File: config.mk
export PLATFORM = sky130hd
export DESIGN_NAME = alu_seq_param
export DESIGN_NICKNAME = d
export VERILOG_FILES = /design/src/rtl/alu_seq_param.sv
export SDC_FILE = /design/constraint.sdc
export NUM_CORES = 1
export LEC_CHECK = 0
export BUFFER_PORTS_ARGS = -buffer_cell sky130_fd_sc_hd__buf_2
export CORE_MARGIN = 2
export CORE_UTILIZATION = 45
export CTS_CLUSTER_SIZE = 12
export DETAILED_ROUTE_END_ITERATION = 16
export PLACE_DENSITY = 0.58
export SYNTH_ARGS = -nofsm -noshare
export SYNTH_HDL_FRONTEND = slang
export SYNTH_SLANG_ARGS = --single-unit
File: constraint.sdc
create_clock -name clk -period 10.2 [get_ports clk]
set_input_delay 0.51 -clock clk [delete_from_list [all_inputs] [get_ports clk]]
set_output_delay 0.51 -clock clk [all_outputs]
set_load 0.01 [all_outputs]
File: src/rtl/alu_seq_param.sv
// rtl/alu_seq_param.sv - clocked parametrised ALU with start/busy/done handshake and shift-add multiply
//
// Purpose: executes one operation per request on latched operands.
//   Opcodes 0-6 finish one edge after acceptance. Opcode 7 (MUL) runs a
//   shift-add loop over WIDTH edges. The result and flags are registered
//   and hold their value until the next write.
//
// Ports:
//   clk   - rising-edge clock
//   rst   - asynchronous active-high reset
//   start - request, sampled only while idle
//   a, b  - operands (WIDTH bits)
//   cin   - carry-in, used by ADD only
//   opc   - operation select (0 ADD,1 SUB,2 AND,3 OR,4 XOR,5 NOT,6 SHL,7 MUL)
//   busy  - operation in progress
//   done  - one-cycle pulse, w/flags just updated
//   w     - registered result
//   zero  - registered w == 0
//   neg   - registered w[WIDTH-1]
//   cout  - registered carry/overflow, meaning depends on opcode
module alu_seq_param #(
  parameter int WIDTH = 16,
  parameter int CNTW  = $clog2(WIDTH) + 1
) (
  input  logic             clk,
  input  logic             rst,
  input  logic             start,
  input  logic [WIDTH-1:0] a,
  input  logic [WIDTH-1:0] b,
  input  logic             cin,
  input  logic [2:0]       opc,
  output logic             busy,
  output logic             done,
  output logic [WIDTH-1:0] w,
  output logic             zero,
  output logic             neg,
  output logic             cout
);

  typedef enum logic [1:0] {S_IDLE, S_RUN, S_MUL} state_t;

  state_t               r_state;
  state_t               w_next_state;

  logic [WIDTH-1:0]     r_a;
  logic [WIDTH-1:0]     r_b;      // during MUL this is the multiplier, shifted right each edge
  logic                 r_cin;
  logic [2:0]           r_opc;
  logic [CNTW-1:0]      r_cnt;
  logic [2*WIDTH-1:0]   r_acc;    // partial product
  logic [2*WIDTH-1:0]   r_mcand;  // multiplicand, shifted left each edge

  logic [WIDTH-1:0]     r_w;
  logic                 r_zero;
  logic                 r_neg;
  logic                 r_cout;
  logic                 r_done;

  logic                 w_load;
  logic                 w_mul_last;
  logic [WIDTH:0]       w_add;
  logic [CNTW-2:0]      w_shamt;
  logic [WIDTH:0]       w_shl;
  logic [WIDTH-1:0]     w_res;
  logic                 w_res_c;
  logic [2*WIDTH-1:0]   w_prod;
  logic                 w_wr_en;
  logic [WIDTH-1:0]     w_wr_val;
  logic                 w_wr_c;

  assign w_load     = (r_state == S_IDLE) && start;
  assign w_mul_last = (r_state == S_MUL) && (r_cnt == CNTW'(WIDTH - 1));

  // FSM state register
  always_ff @(posedge clk or posedge rst) begin
    if (rst) begin
      r_state <= S_IDLE;
    end else begin
      r_state <= w_next_state;
    end
  end

  // FSM next state
  always_comb begin
    w_next_state = r_state;
    case (r_state)
      S_IDLE: if (start) w_next_state = (opc == 3'd7) ? S_MUL : S_RUN;
      S_RUN:  w_next_state = S_IDLE;
      S_MUL:  if (w_mul_last) w_next_state = S_IDLE;
      default: w_next_state = S_IDLE;
    endcase
  end

  // Single-cycle operations on the latched operands
  assign w_add   = {1'b0, r_a} + {1'b0, r_b} + {{WIDTH{1'b0}}, r_cin};
  assign w_shamt = r_b[CNTW-2:0];
  // Extra top bit catches the last bit shifted out; it stays 0 for a zero shift.
  assign w_shl   = {1'b0, r_a} << w_shamt;

  always_comb begin
    w_res   = '0;
    w_res_c = 1'b0;
    case (r_opc)
      3'd0: begin w_res = w_add[WIDTH-1:0]; w_res_c = w_add[WIDTH]; end
      3'd1: begin w_res = r_a - r_b;        w_res_c = (r_a >= r_b);  end
      3'd2: w_res = r_a & r_b;
      3'd3: w_res = r_a | r_b;
      3'd4: w_res = r_a ^ r_b;
      3'd5: w_res = ~r_a;
      3'd6: begin w_res = w_shl[WIDTH-1:0]; w_res_c = w_shl[WIDTH]; end
      default: begin w_res = '0; w_res_c = 1'b0; end
    endcase
  end

  // Shift-add step: add the multiplicand when the current multiplier LSB is set
  assign w_prod = r_acc + (r_b[0] ? r_mcand : '0);

  // Result write mux
  always_comb begin
    w_wr_en  = 1'b0;
    w_wr_val = '0;
    w_wr_c   = 1'b0;
    if (r_state == S_RUN) begin
      w_wr_en  = 1'b1;
      w_wr_val = w_res;
      w_wr_c   = w_res_c;
    end else if (w_mul_last) begin
      w_wr_en  = 1'b1;
      w_wr_val = w_prod[WIDTH-1:0];
      w_wr_c   = |w_prod[2*WIDTH-1:WIDTH];
    end
  end

  // Datapath registers
  always_ff @(posedge clk or posedge rst) begin
    if (rst) begin
      r_a     <= '0;
      r_b     <= '0;
      r_cin   <= 1'b0;
      r_opc   <= '0;
      r_cnt   <= '0;
      r_acc   <= '0;
      r_mcand <= '0;
      r_w     <= '0;
      r_zero  <= 1'b0;
      r_neg   <= 1'b0;
      r_cout  <= 1'b0;
      r_done  <= 1'b0;
    end else begin
      r_done <= w_wr_en;
      if (w_load) begin
        r_a     <= a;
        r_b     <= b;
        r_cin   <= cin;
        r_opc   <= opc;
        r_cnt   <= '0;
        r_acc   <= '0;
        r_mcand <= {{WIDTH{1'b0}}, a};
      end else if (r_state == S_MUL) begin
        r_acc   <= w_prod;
        r_mcand <= r_mcand << 1;
        r_b     <= r_b >> 1;
        r_cnt   <= r_cnt + CNTW'(1);
      end
      if (w_wr_en) begin
        r_w    <= w_wr_val;
        r_zero <= (w_wr_val == '0);
        r_neg  <= w_wr_val[WIDTH-1];
        r_cout <= w_wr_c;
      end
    end
  end

  assign busy = (r_state != S_IDLE);
  assign done = r_done;
  assign w    = r_w;
  assign zero = r_zero;
  assign neg  = r_neg;
  assign cout = r_cout;

endmodule

==> Word-level counts from Yosys, hierarchy flattened <==
Index checks and enable logic that the tools add are counted.
{ "word_totals": {"reg_bits": 127, "in_bits": 39, "output_inout_bits": 21} }
{ "op_classes": {"add_sub_neg": 5, "n_lt_le_gt_ge": 1, "eq_ne": 12, "n_shift": 1, "n_mux": 21, "bitwise": 4, "reduce_logical": 9} }
{ "ops": {"columns": ["operator", "n"], "rows": [
  ["$mux W32", 5],
  ["$pmux W16 S7", 1],
  ["$mux W16", 4],
  ["$add A32 B32 Y32", 1],
  ["$add A16 B16 Y17", 1],
  ["$add A17 B1 Y17", 1],
  ["$shl A16 B4 Y17", 1],
  ["$and A16 B16 Y16", 1],
  ["$ge A16 B16 Y1", 1],
  ["$logic_not A16 Y1", 1],
  ["$not A16 Y16", 1],
  ["$or A16 B16 Y16", 1],
  ["$reduce_or A16 Y1", 1],
  ["$sub A16 B16 Y16", 1],
  ["$xor A16 B16 Y16", 1],
  ["$eq A3 B3 Y1 const B", 4],
  ["$mux W5", 2],
  ["$eq A3 B2 Y1 const B", 2],
  ["$mux W2", 3],
  ["$add A5 B1 Y5 const B", 1],
  ["$eq A5 B4 Y1 const B", 1],
  ["$mux W1", 4],
  ["$ne A2 B2 Y1 const B", 2],
  ["$pmux W2 S2", 1],
  ["9 further kinds", 11]
]} }

==> Logic depth before layout (Yosys ltp) <==
Gate-level depths: netlist of run 1.
{ "depth": {"ltp_word": 5, "mapped_depth": 17, "ltp_nobuf": 14} }

==> Worst setup path after synthesis of run 1 <==
OpenSTA, ideal clock, no wires.
{ "synth_timing": {"path_type": "reg-to-reg", "startpoint": "register r_b[0]", "endpoint": "register r_cout (netlist: cout)", "arrival_time_ps": 3928, "slack_ps": 6140, "path_stages_with_launch": 18, "path_buffers": 4, "period_less_slack_ps": 4060, "cell_sequence": "dfrtp_1 clkbuf_1 clkbuf_1 clkbuf_1 clkbuf_1 and2_1 ha_1 fa_1 a21oi_1 o21ai_1 a211oi_2 o21a_2 o21bai_1 a21oi_1 xnor2_1 or4_1 nor4_2 a31oi_1"} }
{ "synth_via": {"elab_chain_cells": 5} }
{ "synth_lines": {"columns": ["item", "line", "text"], "rows": [
  ["start, declared", "46", "logic [WIDTH-1:0] r_b;"],
  ["start signal, assigned", "162", "r_b <= r_b >> 1;"],
  ["parallel branches: the longest is 4 deep, another holds $add A16 B16 Y17", null, null],
  ["$mux W1 *", "123", "if (r_state == S_RUN) begin"],
  ["end signal, assigned", "169", "r_cout <= w_wr_c;"],
  ["end, declared", "56", "logic r_cout;"]
]} }
Mark *: on every way between the ends.
A chain may end at the register's enable or synchronous reset.

==> Final worst setup path of run 1 <==
{ "layout_timing": {"startpoint": "register r_b[1]", "endpoint": "register r_cout (netlist: cout)"} }
{ "layout_via": {"elab_chain_cells": 4} }
{ "layout_lines": {"columns": ["item", "line", "text"], "rows": [
  ["$add A16 B16 Y17", "95", "assign w_add = {1'b0, r_a} + {1'b0, r_b} + {{WIDTH{1'b0}}, r_cin};"],
  ["$add A17 B1 Y17", "95", null],
  ["$pmux W1 S3 *", "103", "case (r_opc)"],
  ["$mux W1 *", "123", null]
]} }
Mark *: on every way between the ends. The rest lies on a longest branch, timed or not.

==> run metrics, run 1 <==
Total Neg Setup Slack 0 ns; H-tree levels 4; vias 9,706; Clock Power Share 21.8%; number of synthesized register bits 126; Net Count, Synth 1,393; post-synthesis sequential area ratio 30.6%; area of the multi-input gates 6600 um2; commonest non-fill, non-tap cells in the layout nand2_1, dfrtp_1, o21ai_0, ha_1, a21oi_1; slowest CP cell dfrtp_1; Min Clock Period, post-route 4.39 ns; FF-to-FF Start r_b[1]$_DFFE_PP0P_; final wirelength 33.9 mm; Remaining Overflow, GRT 0; maximum VDD drop 0.000114 V; warning count from the yosys run 0; worst hold path type in -> async; Setup CP Type reg -> reg; Syn Inst Count 1,265; Initial Utilization 45.7%; max incr delay on CP 0.98 ns; initial antenna violation count 0; CTS Root Cell clkbuf_16; Critical Path Start Type register; NetSw 1290 uW; crit-path cells inv_1, fa_1, nand2b_1, a211oi_2, o31a_1, a211o_1, nor3_2, a21oi_1, o41a_1, or3_1, nor4_2, a31oi_1; I/O Buffers 59; critical path endpoint category register; # resized after CTS 0; Sink Count 126; nets 1,399; worst rel slew slack 34.8%; first-pass GRT wire length 53.5 mm; CTS buffer count 17; Slew Viols, Final 0; post-CTS setup buffer count 0; CTS Buffer Depth 2; Core Box Area 22,600 um2; worst slew pin tran 0.977 ns; unrepaired setup endpoints after global routing no; CP startpoint r_b[1]$_DFFE_PP0P_; area delta synth->final 9.68%; DRT Pass-1 Iters 6; DR DRC count 0; worst path arrival time 4.66 ns; Leak 0.00515 uW; pin count of the biggest net entering global routing 71; post-DR wirelength/cell 21.6 um; status completed; commonest non-fill, non-tap cell in the layout nand2_1; Antenna Cells 0; GR Util All Layers 28.3%; synthesized area per cell 8.15 um2; Int Power 1500 uW; Tcrit/Tclk final 43.0%; FF/Latch Area 3150 um2; endpoints failing setup 0; maximum clock rate 228 MHz; post-route ant nets 0; PwrDens 247 nW/um2; row count 55; CP required 10.48 ns; ys flop type dfrtp_1; max cap viols 0; Final Skew 0.0140 ns; hold_buf cts 0; final setup margin 5.81 ns; Place WS 5.86 ns; share of layout cells above drive strength 1 10.2%; Final HPWL DP 24.7 mm; CP Max Fanout 25; Post-DP Area 10,700 um2; placer congestion estimate 0.945; # IOs 60; CTS tree done; final core occ 50.1%; sequential power share 27.0%; vias in the first global route 9,225; Detailed Route Iter0 Violations 920; Synth cell types 79; Die W 155 um; Die Y-Extent 155 um; Post-synth ARST share 100%; EDFF count, synth 0; worst skew pair latency 0.43 ns; mapped cell area 10,300 um2; logic gate share of total power 51.2%; mean number of vias per cell 6.19; Net Sw Frac 46.2%; Hold Slack 0.201 ns; Die ar. 24,100 um2; Finished Cell Area 11,300 um2; filler instances 2,233; Clk pin slew, worst setup/hold paths 0.06 ns; Hold Fails Final Rpt 0
-- layout make-up --
cell class,instances,share of cell area (%)
Timing Repair Buffer,70,3.34
Tap cell,285,3.15
Clock buffer,21,4.16
Sequential cell,126,27.9
Multi-Input combinational cell,994,58.4
Clock inverter,11,0.941
Inverter,62,2.10
-- sequential cells by signal (all words and copies together), names as in the netlist, 2 cells and up --
register	count
w	16
r_opc	3
r_state	2
r_cnt	5
r_mcand	32
r_b	16
r_acc	32
r_a	16
-- synthesized netlist by cell type (all sizes together) (7+ instances only) --
library cell	count	share of area, %
a211oi	13	1.0
a31oi	8	0.49
nand3	32	1.6
o211ai	10	0.73
o21ai	121	5.9
o31ai	7	0.56
a21o	20	1.5
o221ai	11	0.93
dfrtp	126	31
inv	62	2.3
a22oi	24	1.7
nand2	199	7.2
a221oi	9	0.76
nor2	62	2.3
o22ai	16	0.97
xor2	16	1.4
xnor2	23	2.0
o21a	9	0.67
nand2b	10	0.61
mux2i	30	2.9
buf	18	0.93
a21oi	78	3.8
a221o	20	1.9
nor4	8	0.61
nor3	31	1.6
a22o	13	1.1
ha	85	10
nor2b	12	0.73
and2	35	2.1
clkbuf	65	2.4
-- critical path, delay by kind of cell (launching register included) --
kind,cells,cell delay [ns]
flops,1,0.98
buf+inv,1,0.39
fa+ha+maj,1,0.54
compound gates,6,1.44
simple gates,4,0.88
-- layer usage --
layer / global-route usage [%] / vias to the layer above / wire length, um
met5: 0 / - / 0
met4: 10.7 / 0 / 1260
met3: 4.65 / 59 / 2540
met2: 42.8 / 402 / 14600
met1: 40.7 / 4649 / 15500
li1: - / 4596 / -
-- power groups by stage --
stage / clock network, uW / registers [uW] / logic (uW)
floorplan: 0 / 709 / 1040
global placement: 0 / 757 / 1390
detailed placement: 0 / 759 / 1400
CTS: 619 / 751 / 1400
global route: 636 / 769 / 1560
finish: 610 / 755 / 1430
-- metrics by stage --
step | cells | power (uW)
CTS | 1569 | 2770
finish | 1569 | 2790
global placement | 1537 | 2150
global route | 1569 | 2970
detailed placement | 1537 | 2160
floorplan | 1265 | 1750
-- kinds of logic after synthesis --
group / synth area share [%]
AOI/OAI and AO/OA: 26.0
and+or+nand+nor: 19.3
buffers and inverters: 5.56
adders and majority gates: 11.1
xor gates and xnor gates: 3.31
muxes: 4.12
DFF: 30.6
-- final timing paths --
| check | depth (start not counted) | to | slack, ns |
|---|---|---|---|
| max | 12 | cout$_DFFE_PP0P_ | 5.81 |
| min | 2 | r_b[10]$_DFFE_PP0P_ | 0.20 |
| max reg2reg | 12 | cout$_DFFE_PP0P_ | 5.81 |
| min reg2reg | 2 | w[0]$_DFFE_PP0P_ | 0.47 |
| max in group asynchronous | 3 | r_mcand[9]$_DFFE_PP0P_ | 8.77 |
| min in group clk | 3 | r_cin$_DFFE_PP0P_ | 0.28 |
Note: power is estimated with default switching activity, not from simulation.
==> run 2, diff against run 1 <==
PLACE_DENSITY = 0.6   (was 0.58)
clock period = 3.8 ns   (was 10.2 ns; I/O delays follow)
==> run metrics, run 2 (synthesis results as in run 1) <==
H-tree levels 4 (unchanged); worst skew pair latency 0.43 ns (about the same); CP Max Fanout 15 (-40%); nets 1,452 (+3.8%); worst rel slew slack 29.3% (-5.6 points); max cap viols 0 (unchanged); PwrDens 671 nW/um2 (+170%); mean number of vias per cell 6.05 (-2.2%); post-DR wirelength/cell 21.1 um (-2.5%); final core occ 52.9% (+2.8 points); Remaining Overflow, GRT 0 (unchanged); first-pass GRT wire length 53.3 mm (-0.36%); cell mode on critical path buf_4; final setup margin 0.0920 ns (-5.72 ns); Worst Path Buf+Inv 4 (+3); Regs by FF count r_acc: 32 flops, r_mcand: 32 flops; # IOs 60 (unchanged); Critical Path Start Type register; worst hold path type in -> reg; Power Total 8010 uW (+190%); CTS Root Cell clkbuf_16; DR DRC count 0 (unchanged); critical path endpoint category register; unrepaired setup endpoints after global routing yes; hold_sp a[3]; Clk pin slew, worst setup/hold paths 0.06 ns (about the same); I/O Buffers 59 (unchanged); Hold Fails Final Rpt 0 (unchanged); share of layout cells above drive strength 1 13.9% (+3.7 points); Detailed Route Iter0 Violations 870 (-5.4%); post-route ant nets 0 (unchanged); DRT Pass-1 Iters 5 (-1); Initial Utilization 45.7% (unchanged); maximum clock rate 270 MHz (+18%); worst slew pin tran 1.06 ns (+0.0811 ns); status completed; commonest non-fill, non-tap cell in the layout nand2_1; end of the worst register-to-register path zero$_DFFE_PP0P_; slowest CP cell dfrtp_1; Total Neg Setup Slack 0 ns (unchanged); Die ar. 24,100 um2 (unchanged); area delta synth->final 15.9%; Sink Count 126 (unchanged); Die W 155 um (unchanged); CTS buffer count 17 (unchanged); Final Skew 0.0147 ns (+0.000676 ns); maximum VDD drop 0.000261 V (+130%); placer congestion estimate 0.931 (-1.5%); Tcrit/Tclk final 97.6% (+55 points); Min Clock Period, post-route 3.71 ns (-0.678 ns); Die Y-Extent 155 um (unchanged); CP required 4.15 ns (-6.33 ns); flop2flop setup slack 0.09 ns (-5.72 ns); GR Util All Layers 28.4% (+0.053 points); pin count of the biggest net entering global routing 79 (+11%); crit-path cells buf_4, fa_2, inv_1, fa_1, nor2b_1, o31ai_1, buf_4, a21bo_1, a31o_1, buf_4, a221oi_1, o21ai_0, a21oi_1, o2111ai_1, o31ai_2; CTS tree done; Hold Slack 0.00149 ns (-0.199 ns); Slew Viols, Final 0 (unchanged); endpoints failing setup 0 (unchanged); vias in the first global route 9,167 (-0.63%); FF-to-FF Start r_b[0]$_DFFE_PP0P_; Place WS 0.0782 ns (-5.79 ns); Final HPWL DP 25.0 mm (+1.2%); worst hold stages 3; reg2reg path depth 15 (+3); final wirelength 34.2 mm (+0.83%); Setup CP Type reg -> reg; max incr delay on CP 0.41 ns (-0.57 ns); family with the most delay on the worst path compound AO/OA/AOI/OAI gates; vias 9,810 (+1.1%); CTS Buffer Depth 2 (unchanged); row count 55 (unchanged); worst path arrival time 4.05 ns (-0.61 ns); Core Box Area 22,600 um2 (unchanged); Leak 0.00543 uW (+5.4%); Antenna Cells 0 (unchanged); commonest non-fill, non-tap cells in the layout nand2_1, dfrtp_1, o21ai_0, ha_1, a21oi_1; Min-Delay Endpoint r_mcand[3]$_DFFE_PP0P_; CP startpoint r_b[0]$_DFFE_PP0P_; initial antenna violation count 0 (unchanged)
run 2: cell types whose count changed in the layout (fill, tap and decap cells not counted), moves of 3 or more:
cell,delta
dlygate4sd3_1,+17
clkbuf_8,-3
buf_4,+35
clkinv_2,-3
ha_1,-4
a21oi_2,+3
a21oi_1,-4
bufinv_16,+4
run 2: cell type report:
| type | instances | area [um2] |
|---|---|---|
| Fill cell | 2177 | 10600 |
| Multi-Input combinational cell | 994 | 6710 |
| Sequential cell | 126 | 3160 |
| Timing Repair Buffer | 123 | 831 |
| Clock buffer | 18 | 429 |
| Tap cell | 285 | 357 |
| Inverter | 62 | 238 |
| Clock inverter | 14 | 229 |
run 2: repair_timing:
action                                  in CTS  in global routing
setup buffers                                0                  4
endpoints found under the setup margin       0                  2
resized for setup                            0                 19
hold buffers                                17                  0
endpoints found under the hold margin       89                  0
run 2: stage by stage:
stage,std cells,cell area (um2)
finish,1622,11900
global route,1622,11900
CTS,1618,11800
detailed placement,1569,11000
global placement,1569,11000
floorplan,1265,10400
run 2: worst max path at each step:
stage / slack [ns] / end / cells past startpoint
6_report: 0.09 / zero$_DFFE_PP0P_ / 15
5_1_grt: -0.01 / cout$_DFFE_PP0P_ / 15
3_3_place_gp: 0.14 / cout$_DFFE_PP0P_ / 12
3_5_place_dp: 0.08 / cout$_DFFE_PP0P_ / 14
2_1_floorplan: 0.02 / cout$_DFFE_PP0P_ / 17
4_1_cts: 0.008 / cout$_DFFE_PP0P_ / 14
run 2: power by group:
group	switching [uW]	internal [uW]	total, uW
Clock	698	1180	1880
Combinational	2550	1620	4170
Sequential	325	1640	1960
run 2: layer usage:
layer | vias up | wire, um | track usage [%]
met5 | - | 0 | 0
met2 | 343 | 14800 | 42.8
met3 | 56 | 2280 | 5.46
li1 | 4690 | - | -
met1 | 4721 | 16000 | 40.3
met4 | 0 | 1120 | 10.9
run 2: worst min-delay path, stage by stage:
cell and delay, ns:
buf_2 0.09, a22oi_1 0.06, nand2_1 0.06
